$ cat src/rtl/adc_scan_sequencer.sv
// adc_scan_sequencer: scan/sequence controller in front of a SAR ADC core.
// Drives the analog mux select, waits for the mux to settle, issues a
// one-cycle start to the converter and tags the returned result with its
// channel. Round-robin background scanning plus one-shot priority requests.
// Optional build macro: ADC_SCAN_AVG_EN converts each selection four times
// and reports the truncated average.

module adc_scan_sequencer #(
  parameter int ADC_WIDTH    = 8,
  parameter int CH_NUM       = 4,
  parameter int CH_W         = 2,
  parameter int SETTLE_CYC   = 4,
  parameter int CONV_TIMEOUT = 32
) (
  input  logic                 clk,
  input  logic                 rst_n,
  input  logic                 scan_en,
  input  logic [CH_NUM-1:0]    ch_mask,
  input  logic                 single_req,
  input  logic [CH_W-1:0]      single_ch,
  output logic                 adc_start,
  input  logic                 adc_eoc,
  input  logic                 adc_den,
  input  logic [ADC_WIDTH-1:0] adc_dout,
  output logic [CH_W-1:0]      mux_sel,
  output logic                 res_valid,
  output logic [CH_W-1:0]      res_ch,
  output logic [ADC_WIDTH-1:0] res_data,
  output logic                 busy,
  output logic                 timeout_err
);

  localparam int CNT_MAX = (CONV_TIMEOUT > SETTLE_CYC) ? CONV_TIMEOUT : SETTLE_CYC;
  localparam int CNT_W   = $clog2(CNT_MAX + 1);
  localparam logic [CNT_W-1:0] SETTLE_LAST = CNT_W'(SETTLE_CYC - 1);
  localparam logic [CNT_W-1:0] WAIT_LAST   = CNT_W'(CONV_TIMEOUT - 1);
  localparam logic [CH_W-1:0]  LAST_CH_RST = CH_W'(CH_NUM - 1);

  typedef enum logic [2:0] {IDLE, SETTLE, START, WAIT, DONE} state_t;

  state_t                 state_q, state_d;
  logic [CNT_W-1:0]       cnt_q, cnt_d;
  logic [CH_W-1:0]        mux_sel_q, mux_sel_d;
  logic [CH_W-1:0]        last_ch_q, last_ch_d;
  logic                   is_scan_q, is_scan_d;
  logic                   adc_start_q, adc_start_d;
  logic                   res_valid_q, res_valid_d;
  logic [CH_W-1:0]        res_ch_q, res_ch_d;
  logic [ADC_WIDTH-1:0]   res_data_q, res_data_d;
  logic                   busy_q, busy_d;
  logic                   timeout_err_q, timeout_err_d;
  logic [CH_W:0]          scan_pick;

`ifdef ADC_SCAN_AVG_EN
  logic [ADC_WIDTH+1:0]   acc_q, acc_d;
  logic [1:0]             pass_q, pass_d;
  logic [ADC_WIDTH+1:0]   acc_sum;

  assign acc_sum = acc_q + {2'b00, adc_dout};
`endif

  // Round-robin search: first enabled channel strictly after last, wrapping.
  // Returns {found, channel}.
  function automatic logic [CH_W:0] pick_next(input logic [CH_W-1:0]   last,
                                               input logic [CH_NUM-1:0] mask);
    logic              found;
    logic [CH_W-1:0]   ch;
    logic [CH_NUM-1:0] sh;
    int                idx;
    found = 1'b0;
    ch    = '0;
    for (int i = 1; i <= CH_NUM; i++) begin
      idx = int'(last) + i;
      if (idx >= CH_NUM) idx = idx - CH_NUM;
      sh = mask >> idx;
      if (!found && sh[0]) begin
        found = 1'b1;
        ch    = CH_W'(idx);
      end
    end
    return {found, ch};
  endfunction

  // Next-state and next-output computation for the sequencing FSM.
  always_comb begin
    state_d       = state_q;
    cnt_d         = cnt_q;
    mux_sel_d     = mux_sel_q;
    last_ch_d     = last_ch_q;
    is_scan_d     = is_scan_q;
    adc_start_d   = 1'b0;
    res_valid_d   = 1'b0;
    res_ch_d      = res_ch_q;
    res_data_d    = res_data_q;
    timeout_err_d = 1'b0;
`ifdef ADC_SCAN_AVG_EN
    acc_d         = acc_q;
    pass_d        = pass_q;
`endif
    scan_pick     = pick_next(last_ch_q, ch_mask);

    case (state_q)
      IDLE: begin
`ifdef ADC_SCAN_AVG_EN
        acc_d  = '0;
        pass_d = '0;
`endif
        if (single_req) begin
          if (int'(single_ch) < CH_NUM) begin
            mux_sel_d = single_ch;
            is_scan_d = 1'b0;
            cnt_d     = '0;
            state_d   = SETTLE;
          end
        end else if (scan_en && scan_pick[CH_W]) begin
          mux_sel_d = scan_pick[CH_W-1:0];
          is_scan_d = 1'b1;
          cnt_d     = '0;
          state_d   = SETTLE;
        end
      end

      SETTLE: begin
        if (cnt_q == SETTLE_LAST) begin
          adc_start_d = 1'b1;
          state_d     = START;
        end else begin
          cnt_d = cnt_q + 1'b1;
        end
      end

      START: begin
        cnt_d   = '0;
        state_d = WAIT;
      end

      WAIT: begin
        if (adc_eoc && adc_den) begin
`ifdef ADC_SCAN_AVG_EN
          if (pass_q == 2'd3) begin
            res_valid_d = 1'b1;
            res_ch_d    = mux_sel_q;
            res_data_d  = acc_sum[ADC_WIDTH+1:2];
            if (is_scan_q) last_ch_d = mux_sel_q;
            state_d     = DONE;
          end else begin
            acc_d       = acc_sum;
            pass_d      = pass_q + 1'b1;
            adc_start_d = 1'b1;
            state_d     = START;
          end
`else
          res_valid_d = 1'b1;
          res_ch_d    = mux_sel_q;
          res_data_d  = adc_dout;
          if (is_scan_q) last_ch_d = mux_sel_q;
          state_d     = DONE;
`endif
        end else if (cnt_q == WAIT_LAST) begin
          timeout_err_d = 1'b1;
          if (is_scan_q) last_ch_d = mux_sel_q;
          state_d       = IDLE;
        end else begin
          cnt_d = cnt_q + 1'b1;
        end
      end

      DONE: begin
        state_d = IDLE;
      end

      default: begin
        state_d = IDLE;
      end
    endcase

    busy_d = (state_d != IDLE);
  end

  // State and registered outputs; reset clears everything at once so a
  // pending start is dropped immediately.
  always_ff @(posedge clk or negedge rst_n) begin
    if (!rst_n) begin
      state_q       <= IDLE;
      cnt_q         <= '0;
      mux_sel_q     <= '0;
      last_ch_q     <= LAST_CH_RST;
      is_scan_q     <= 1'b0;
      adc_start_q   <= 1'b0;
      res_valid_q   <= 1'b0;
      res_ch_q      <= '0;
      res_data_q    <= '0;
      busy_q        <= 1'b0;
      timeout_err_q <= 1'b0;
`ifdef ADC_SCAN_AVG_EN
      acc_q         <= '0;
      pass_q        <= '0;
`endif
    end else begin
      state_q       <= state_d;
      cnt_q         <= cnt_d;
      mux_sel_q     <= mux_sel_d;
      last_ch_q     <= last_ch_d;
      is_scan_q     <= is_scan_d;
      adc_start_q   <= adc_start_d;
      res_valid_q   <= res_valid_d;
      res_ch_q      <= res_ch_d;
      res_data_q    <= res_data_d;
      busy_q        <= busy_d;
      timeout_err_q <= timeout_err_d;
`ifdef ADC_SCAN_AVG_EN
      acc_q         <= acc_d;
      pass_q        <= pass_d;
`endif
    end
  end

  assign adc_start   = adc_start_q;
  assign mux_sel     = mux_sel_q;
  assign res_valid   = res_valid_q;
  assign res_ch      = res_ch_q;
  assign res_data    = res_data_q;
  assign busy        = busy_q;
  assign timeout_err = timeout_err_q;

endmodule

$ cat config.mk
export PLATFORM = sky130hd
export DESIGN_NAME = adc_scan_sequencer
export DESIGN_NICKNAME = d
export VERILOG_FILES = /design/src/rtl/adc_scan_sequencer.sv
export SDC_FILE = /design/constraint.sdc
export NUM_CORES = 1
export LEC_CHECK = 0
export ABC_AREA = 1
export CORE_ASPECT_RATIO = 1.1
export CORE_MARGIN = 5
export CORE_UTILIZATION = 39
export CTS_CLUSTER_DIAMETER = 100
export DETAILED_ROUTE_END_ITERATION = 6
export PLACE_DENSITY = 0.64
export SYNTH_ARGS = -nofsm -noshare
export SYNTH_HDL_FRONTEND = slang
export SYNTH_SLANG_ARGS = --single-unit
$ cat constraint.sdc
create_clock -name clk -period 5.75 [get_ports clk]
set_input_delay 1.4375 -clock clk [delete_from_list [all_inputs] [get_ports clk]]
set_output_delay 1.4375 -clock clk [all_outputs]
set_load 0.01 [all_outputs]
After elaboration in Yosys (flattened, before gate mapping)

Cells that the tools add are included.
W data, S select, Z words.

Output and inout bits: 16
Register bits: 28
Logic and storage cells: 92

Muxes and demuxes: 38
Order comparisons: 4
Reduce and logical (&&, ||, !) cells: 17
Add/subtract/negate cells: 9
Equal/unequal tests: 9
Shifts and indexed selects: 4

Operators by type and width:

| kind                  | count |
|---|---|
| $mux W32              | 4 |
| $shr A4 B32 Y1        | 4 |
| $mux W6               | 5 |
| $pmux W6 S4           | 1 |
| $mux W2               | 9 |
| $mux W3               | 5 |
| $mux W1               | 13 |
| $pmux W3 S4           | 1 |
| $sub A3 B3 Y4 const B | 3 |
| $ge A3 B3 Y1 const B  | 3 |
| $add A2 B2 Y3 const B | 2 |
| $add A6 B1 Y6 const B | 1 |
| $eq A3 B2 Y1 const B  | 2 |
| $eq A6 B2 Y1 const B  | 1 |
| $eq A6 B5 Y1 const B  | 1 |
| $ne A2 B2 Y1 const B  | 3 |
| $reduce_and A2 Y1     | 3 |
| $logic_and A1 B1 Y1   | 5 |
| $reduce_and A5 Y1     | 1 |
| $sub A4 B3 Y5 const B | 1 |
| $add A2 B3 Y4 const B | 1 |
| $ge A4 B3 Y1 const B  | 1 |
| $reduce_bool A2 Y1    | 2 |
| $reduce_bool A4 Y1    | 1 |
| other kinds (6)       | 8 |

Longest topological paths before layout

Gate-level depths: netlist (run 1).

Depth in word-level cells: 19
Gate-level depth with buffers: 13
Gate-level depth less buffers: 13

Worst setup path after synthesis (run 1)

OpenSTA, ideal clock, no wires.

Kind: in2reg
Start point: in ch_mask[1]
End point: reg busy_q, in the netlist busy
Setup slack: 3426 ps
Setup time: 127 ps
Stages: 10
Path buffers: 0
Arrival time: 2197 ps
Cells stage by stage: inv_1 nand2_1 nand3_1 nand2_2 inv_2 nand4_2 nand2_2 nand3_4 nand2_4 nand3_1

Cells in the longest elaborated chain, start to end: 16
Elaborated cells on any way between the ends: 19
Those cells by class: shift: 4; mux: 7; reduce/logical: 8

Ends and longest elaborated chain:

| item                  | RTL line | RTL |
|---|---|---|
| from (decl)           | 18       | `input logic [CH_NUM-1:0] ch_mask,` |
| $shr A4 B32 Y1        | 75       | `sh = mask >> idx;` |
| $mux W1               | 76       | `if (!found && sh[0]) begin` |
| $logic_not A1 Y1      | 76       |  |
| $logic_and A1 B1 Y1   | 76       |  |
| $mux W1               | 76       |  |
| $logic_not A1 Y1      | 76       |  |
| $logic_and A1 B1 Y1   | 76       |  |
| $mux W1               | 76       |  |
| $logic_not A1 Y1      | 76       |  |
| $logic_and A1 B1 Y1   | 76       |  |
| $mux W1 *             | 76       |  |
| $logic_and A1 B1 Y1 * | 115      | `end else if (scan_en && scan_pick[CH_W]) begin` |
| $mux W3 *             | 115      |  |
| $mux W3 *             | 108      | `if (single_req) begin` |
| $pmux W3 S4 *         | 102      | `case (state_q)` |
| $reduce_bool A3 Y1 *  | 177      | `busy_d = (state_d != IDLE);` |
| via busy_d            | 50       | `logic busy_q, busy_d;` |
| to (signal assigned)  | 209      | `busy_q <= busy_d;` |
| to (decl)             | 50       |  |

Mark *: on every way through the listed nets, which the timed path passes. The rest lies on a longest branch.
A chain may end at the register's enable or synchronous reset.

Worst setup path after layout (run 1)

Start point: in adc_den
End point: reg cnt_q[3]

Cells in the longest elaborated chain, start to end: 3

Ends and longest elaborated chain:

| item                        | RTL line | RTL |
|---|---|---|
| from (decl)                 | 23       | `input logic adc_den,` |
| $logic_and A1 B1 Y1         | 138      | `if (adc_eoc && adc_den) begin` |
| $ne A2 B2 Y1 (no line)      | -        |  |
| $reduce_and A5 Y1 (no line) | -        |  |
| to (signal assigned)        | 201      | `cnt_q <= cnt_d;` |
| to (decl)                   | 42       | `logic [CNT_W-1:0] cnt_q, cnt_d;` |

No other way between the ends.

==> flow_metrics.env, run 1 <==
export IMPL_status="finished clean"
export IMPL_path_cells="clkdlybuf4s50_1, nand2_1, nor2_8, inv_4, nand3_2, nor2_4, nand2_4, nand2_1, nand2_1"
export IMPL_cts_hold_buf=0
export IMPL_grt_setup_unrepaired="false"
export IMPL_die_area_sq_um=5440
export IMPL_place_ws_ns=2.75
export IMPL_finalHoldViolCount=0
export IMPL_crit_type="in2reg"
export IMPL_worstPathRequired_ns=5.91
export IMPL_synth_avg_cell_area_sq_um=7.66
export IMPL_ys_seq_elements=28
export IMPL_placed_cell_area_sq_um=2000
export IMPL_critical_path_top_delay_family="simple AND/OR/NAND/NOR gates"
export IMPL_arrival_ns=2.85
export IMPL_r2r_end="busy$_DFF_PN0_"
export IMPL_cts_max_level=1
export IMPL_hold_path_end="res_data[1]$_DFFE_PN0P_"
export IMPL_crit_start="adc_den"
export IMPL_skew_ns=0.00585
export IMPL_place_inst=294
export IMPL_crit_path_end_kind="flip-flop"
export IMPL_slowest_delay_ns=0.40
export IMPL_synth_cells=207
export IMPL_maxSlewHeadroom_pct=67.2
export IMPL_r2r_start="last_ch_q[0]$_DFFE_PN1P_"
export IMPL_synth_nets=233
export IMPL_wl_mm=3.47
export IMPL_clockRootBuffer="clkbuf_8"
export IMPL_worst_slack_ns=3.06
export IMPL_powerDensity_nw_per_um2=454
export IMPL_initial_utilization_pct=40.0
export IMPL_whs_path_depth=2
export IMPL_path_clk_slew_ns=0.09
export IMPL_antenna_found_initial=0
export IMPL_syn_area_sq_um=1590
export IMPL_coreArea_sq_um=3960
export IMPL_synth_seq_area_share_pct=44.4
export IMPL_grt_max_degree=29
export IMPL_dr_total_vias=1376
export IMPL_worstPathMaxFanout=14
export IMPL_layoutNonFillerInstCount=298
export IMPL_fin_setup_tns_ns=0
export IMPL_ys_types=26
export IMPL_cts_setup_buffers=0
export IMPL_yosysWarnings=0
export IMPL_period_minus_slack_ns=2.69
export IMPL_rows=24
export IMPL_final_max_slew_viol_count=0
export IMPL_ys_async_sr_fraction_pct=100
export IMPL_p_leak_nw=1.02
export IMPL_cts_tree="yes"
export IMPL_synth_ff_type="dfrtp_1"
export IMPL_wl_per_cell_microns=11.6
export IMPL_port_buffers=35
export IMPL_drv_cap=0
export IMPL_final_cell_area_sq_um=2050
export IMPL_cpMaxStageDelayCell="clkdlybuf4s50_1"
export IMPL_numCtsBuffers=3
export IMPL_detail_route_antenna_nets=0
export IMPL_ff2ff_setup_slack_ns=3.57
export IMPL_gp_congestion=0.797
export IMPL_viasPerCell=4.62
export IMPL_die_x_microns=70.8
export IMPL_antenna_cells=0
export IMPL_finalCritPeriodShare_pct=46.7
export IMPL_grt_usage_pct=12.9
export IMPL_synth_edf_count=0
export IMPL_drt_pass1_iterations=6
export IMPL_fmax_mhz=372
export IMPL_clock_latency_ns=0.27
export IMPL_drtIter0Drc=43
export IMPL_areaGrowthSynthToFinish_pct=29.2
export IMPL_dp_hpwl_mm=2.63
export IMPL_cp_common_cell="nand2_1"
export IMPL_path_buf_inv=2
export IMPL_boundaryPins=36
export IMPL_setup_viol=0
export IMPL_cts_resized_gates=0
export IMPL_drc=0
export IMPL_ir_drop_uv=189
export IMPL_worstSetupStartpointType="input port"
export IMPL_overflow=0
export IMPL_drive_above_1_share_pct=11.4
export IMPL_clock_path_buffers=2
export IMPL_hp_start="res_data[1]$_DFFE_PN0P_"
export IMPL_fillers=403
export IMPL_cts_sinks=28
export IMPL_reg2reg_depth=10
export IMPL_grt_pass1_wl_mm=5.75
export IMPL_fin_nets=273
export IMPL_die_h_microns=76.9
export IMPL_min_path_type="reg2reg"
export IMPL_tightest_slew_ns=0.488
export IMPL_grt_pass1_vias=1323
area by class of cell:
cell class / count / area (sq um) / share of cell area (%)
Inverter: 26 / 100 / 4.89
Clock buffer: 4 / 45.0 / 2.20
Timing Repair Buffer: 36 / 358 / 17.5
Multi-Input combinational cell: 152 / 777 / 37.9
Sequential cell: 28 / 703 / 34.3
Tap cell: 52 / 65.1 / 3.18
cell usage after synthesis (2+ instances only):
cell     instances  area (sq um)
dfrtp_1         26           651
dfstp_2          2          52.6
o21ai_0          6          30.0
inv_1           20          75.1
nor2_1          13          48.8
nand3_2          4          40.0
or2_2            2          12.5
inv_2            5          18.8
nand4_1          2          12.5
nand2_1         78           293
a21oi_1          5          25.0
nor3_1           2          10.0
nand3_1         20           100
nand2_2          5          31.3
ha_1             6          75.1
registers in the layout, summed over array words and instances, names as in the netlist:
| register | count |
|---|---|
| timeout_err | 1 |
| state_q | 3 |
| last_ch_q | 2 |
| res_data | 8 |
| res_valid | 1 |
| busy | 1 |
| mux_sel | 2 |
| adc_start | 1 |
| cnt_q | 6 |
| res_ch | 2 |
| is_scan_q | 1 |
cells by family (layout without fill, tap and decap cells):
family          Yosys count  count (layout)  share of synthesized area (%)
simple gates            133             133                           40.0
flops                    28              28                           44.4
buf+inv                  27              66                           6.63
compound gates           13              13                           4.26
fa+ha+maj                 6               6                           4.74
where the power goes:
part	leakage (nW)	internal [W]	switching, W
sequential	0.351	0.000273	0.0000597
combinational	0.649	0.000210	0.000280
clock	0.0228	0.0000495	0.0000564
worst max path at each step:
stage,slack [ns],cells past startpoint,end
after floorplan,3.43,10,busy$_DFF_PN0_
after global placement,2.77,9,cnt_q[4]$_DFFE_PN0P_
after detailed placement,2.75,9,cnt_q[3]$_DFFE_PN0P_
after CTS,3.04,9,cnt_q[3]$_DFFE_PN0P_
after global routing,2.95,9,cnt_q[4]$_DFFE_PN0P_
final,3.06,9,cnt_q[3]$_DFFE_PN0P_
routing by layer:
layer  up-vias  GRT usage, %  share of wire [%]
met2        34          20.8                 46
li1        728             -                  -
met1       612          16.5                 47
met4         0          3.95               0.84
met3         2          3.92                6.5
met5         -             0                  0
cell usage in the layout (no fill, tap or decap), drive strengths merged:
master / synthesis / layout
a211oi: 1 / 1
ha: 6 / 6
o21ai: 7 / 7
nor3b: 1 / 1
nor2: 15 / 15
nor4: 1 / 1
nand3: 25 / 25
nor3: 2 / 2
nand4: 3 / 3
or2: 2 / 2
dfstp: 2 / 2
dfrtp: 26 / 26
nand2: 84 / 84
inv: 26 / 26
a21oi: 5 / 5
buf: 1 / 1
clkdlybuf4s50: 0 / 35
clkbuf: 0 / 4
worst min-delay path, stage by stage (launching register included):
cell and delay, ns:
dfrtp_1 0.35, nand2_1 0.05, nand2_1 0.04
per-stage QoR:
stage,hold slack (ns),util (%),total power (W)
final,0.475,51.7,0.000929
after global routing,0.505,51.7,0.00101
after CTS,0.481,51.7,0.000938
after detailed placement,0.458,50.5,0.000826
after global placement,0.454,50.5,0.000822
after floorplan,0.460,-,0.000645
Note: power is estimated with default switching activity, not from simulation.
==> run 2, diff against run 1 <==
==> constraint.sdc (replaced) <==
create_clock -name clk -period 2.8 [get_ports clk]
set_input_delay 0.7 -clock clk [delete_from_list [all_inputs] [get_ports clk]]
set_output_delay 0.7 -clock clk [all_outputs]
set_load 0.01 [all_outputs]
==> run 2 against run 1 <==
  * Setup slack got worse by 2.4 ns
  * First-iteration DRC count rose by 4.7%
  * Critical path depth rose by 1
  * Sequential cell count did not move
  * Routed wire length fell by 1.2%
  * Final area rose by 0.49%
  * Sequential share of layout area fell by 0.17 points
  * Hold slack barely moved
  * Die area did not move
  * Clock power rose by 130%
  * Highest routed layer unchanged
==> flow_metrics.env, run 2 (same netlist as run 1, synthesis figures left out) <==
export IMPL_status="finished clean"
export IMPL_gp_congestion=0.801
export IMPL_final_cell_mix="nand2_1 (78), clkdlybuf4s50_1 (35), dfrtp_1 (26), inv_1 (20), nand3_1 (20)"
export IMPL_fmax_mhz=464
export IMPL_cp_common_cell="nand3_1"
export IMPL_totalPowerFinal_w=0.00193
export IMPL_worstSetupStartpointType="flip-flop"
export IMPL_worstPathRequired_ns=2.96
export IMPL_finalCritPeriodShare_pct=77.0
export IMPL_cts_hold_buf=0
export IMPL_p_leak_nw=1.03
export IMPL_boundaryPins=36
export IMPL_grt_pass1_vias=1328
export IMPL_dp_hpwl_mm=2.61
export IMPL_grt_setup_unrepaired="false"
export IMPL_setup_viol=0
export IMPL_crit_path_end_kind="flip-flop"
export IMPL_largest_reg_flops=8
export IMPL_slowest_delay_ns=0.64
export IMPL_fillers=411
export IMPL_rows=24
export IMPL_coreArea_sq_um=3960
export IMPL_areaGrowthSynthToFinish_pct=29.8
export IMPL_antenna_found_initial=0
export IMPL_grt_usage_pct=12.7
export IMPL_cts_max_level=1
export IMPL_skew_ns=0.00537
export IMPL_use_met3_pct=3.79
export IMPL_cts_sinks=28
export IMPL_grt_pass1_wl_mm=5.75
export IMPL_period_minus_slack_ns=2.16
export IMPL_drive_above_1_share_pct=11.8
export IMPL_layout_commonest_cell="nand2_1"
export IMPL_cts_tree="yes"
export IMPL_antenna_cells=0
export IMPL_maxSlewHeadroom_pct=66.8
export IMPL_overflow=0
export IMPL_clockRootBuffer="clkbuf_8"
export IMPL_path_buf_inv=2
export IMPL_arrival_ns=2.32
export IMPL_drtIter0Drc=45
export IMPL_initial_utilization_pct=40.0
export IMPL_fin_nets=273
export IMPL_final_max_slew_viol_count=0
export IMPL_min_path_type="reg2reg"
export IMPL_layoutNonFillerInstCount=298
export IMPL_cts_setup_buffers=0
export IMPL_path_cells="inv_2, ha_1, inv_1, nand3_1, nand3_2, nand4_2, nand2_2, nand3_4, nand2_4, nand3_1"
export IMPL_clock_latency_ns=0.27
export IMPL_numCtsBuffers=3
export IMPL_drt_pass1_iterations=4
export IMPL_detail_route_antenna_nets=0
export IMPL_finalHoldViolCount=0
export IMPL_cpMaxStageDelayCell="dfstp_2"
export IMPL_worstPathMaxFanout=9
export IMPL_critical_path_top_delay_family="simple AND/OR/NAND/NOR gates"
export IMPL_die_x_microns=70.8
export IMPL_die_area_sq_um=5440
export IMPL_busiest_layer="met2"
export IMPL_viasPerCell=4.77
export IMPL_place_inst=294
export IMPL_grt_max_degree=29
export IMPL_ir_drop_uv=427
export IMPL_cts_resized_gates=0
export IMPL_drv_cap=0
export IMPL_wl_per_cell_microns=11.5
export IMPL_drc=0
export IMPL_wl_mm=3.42
export IMPL_fin_setup_tns_ns=0
export IMPL_tightest_slew_ns=0.494
export IMPL_dr_total_vias=1420
export IMPL_powerDensity_nw_per_um2=937
export IMPL_grtUsageMet1_pct=16.0
export IMPL_port_buffers=35
export IMPL_met2_usage_pct=21.0
export IMPL_crit_type="reg2reg"
export IMPL_die_h_microns=76.9
export IMPL_path_clk_slew_ns=0.10
export IMPL_clock_path_buffers=2
[run 2: cell types whose count changed in the layout (fill, tap and decap cells not counted)]
cell      previous run  this run
clkbuf_1             1         0
clkbuf_8             3         4
[run 2: per-stage QoR]
stage,hold slack [ns],utilization [%],setup WS (ns),cell area (sq um)
floorplan,0.404,-,0.897,1590
global placement,0.453,50.5,0.561,2000
detailed placement,0.459,50.5,0.556,2000
CTS,0.481,51.9,0.611,2060
global route,0.497,51.9,0.489,2060
finish,0.475,51.9,0.645,2060
[run 2: area by class of cell]
| cell class | instances | area, sq um | area share (%) |
|---|---|---|---|
| Multi-Input combinational cell | 152 | 777 | 37.8 |
| Tap cell | 52 | 65.1 | 3.16 |
| Timing Repair Buffer | 36 | 358 | 17.4 |
| Sequential cell | 28 | 703 | 34.2 |
| Clock buffer | 4 | 55.1 | 2.67 |
| Inverter | 26 | 100 | 4.86 |
[run 2: per-layer routing]
layer,wire length [microns],share of wire (%)
met2,1580,46
met3,285,8.3
met1,1530,45
met5,0,0
met4,25,0.73
[run 2: final timing paths]
| kind | endpoint | cells past startpoint | startpoint | slack, ns |
|---|---|---|---|---|
| max | busy$_DFF_PN0_ | 10 | last_ch_q[0]$_DFFE_PN1P_ | 0.64 |
| min | res_data[1]$_DFFE_PN0P_ | 2 | res_data[1]$_DFFE_PN0P_ | 0.47 |
| max reg2reg | busy$_DFF_PN0_ | 10 | last_ch_q[0]$_DFFE_PN1P_ | 0.64 |
| min reg2reg | res_data[1]$_DFFE_PN0P_ | 2 | res_data[1]$_DFFE_PN0P_ | 0.47 |
| max in group asynchronous | last_ch_q[0]$_DFFE_PN1P_ | 2 | rst_n | 1.69 |
| min in group asynchronous | cnt_q[2]$_DFFE_PN0P_ | 2 | rst_n | 0.79 |
[run 2: power by group]
part           total [W]  leakage, nW  internal (W)  switching [W]
Sequential      0.000683        0.351      0.000560       0.000123
Combinational   0.000997        0.649      0.000431       0.000566
Clock           0.000248       0.0288      0.000126       0.000122
[run 2: worst register-to-register path, cell delays in order, from the launching register on]
cell,delay [ns]
dfstp_2,0.64
inv_2,0.12
ha_1,0.37
inv_1,0.13
nand3_1,0.10
nand3_2,0.14
nand4_2,0.12
nand2_2,0.10
nand3_4,0.12
nand2_4,0.14
nand3_1,0.07
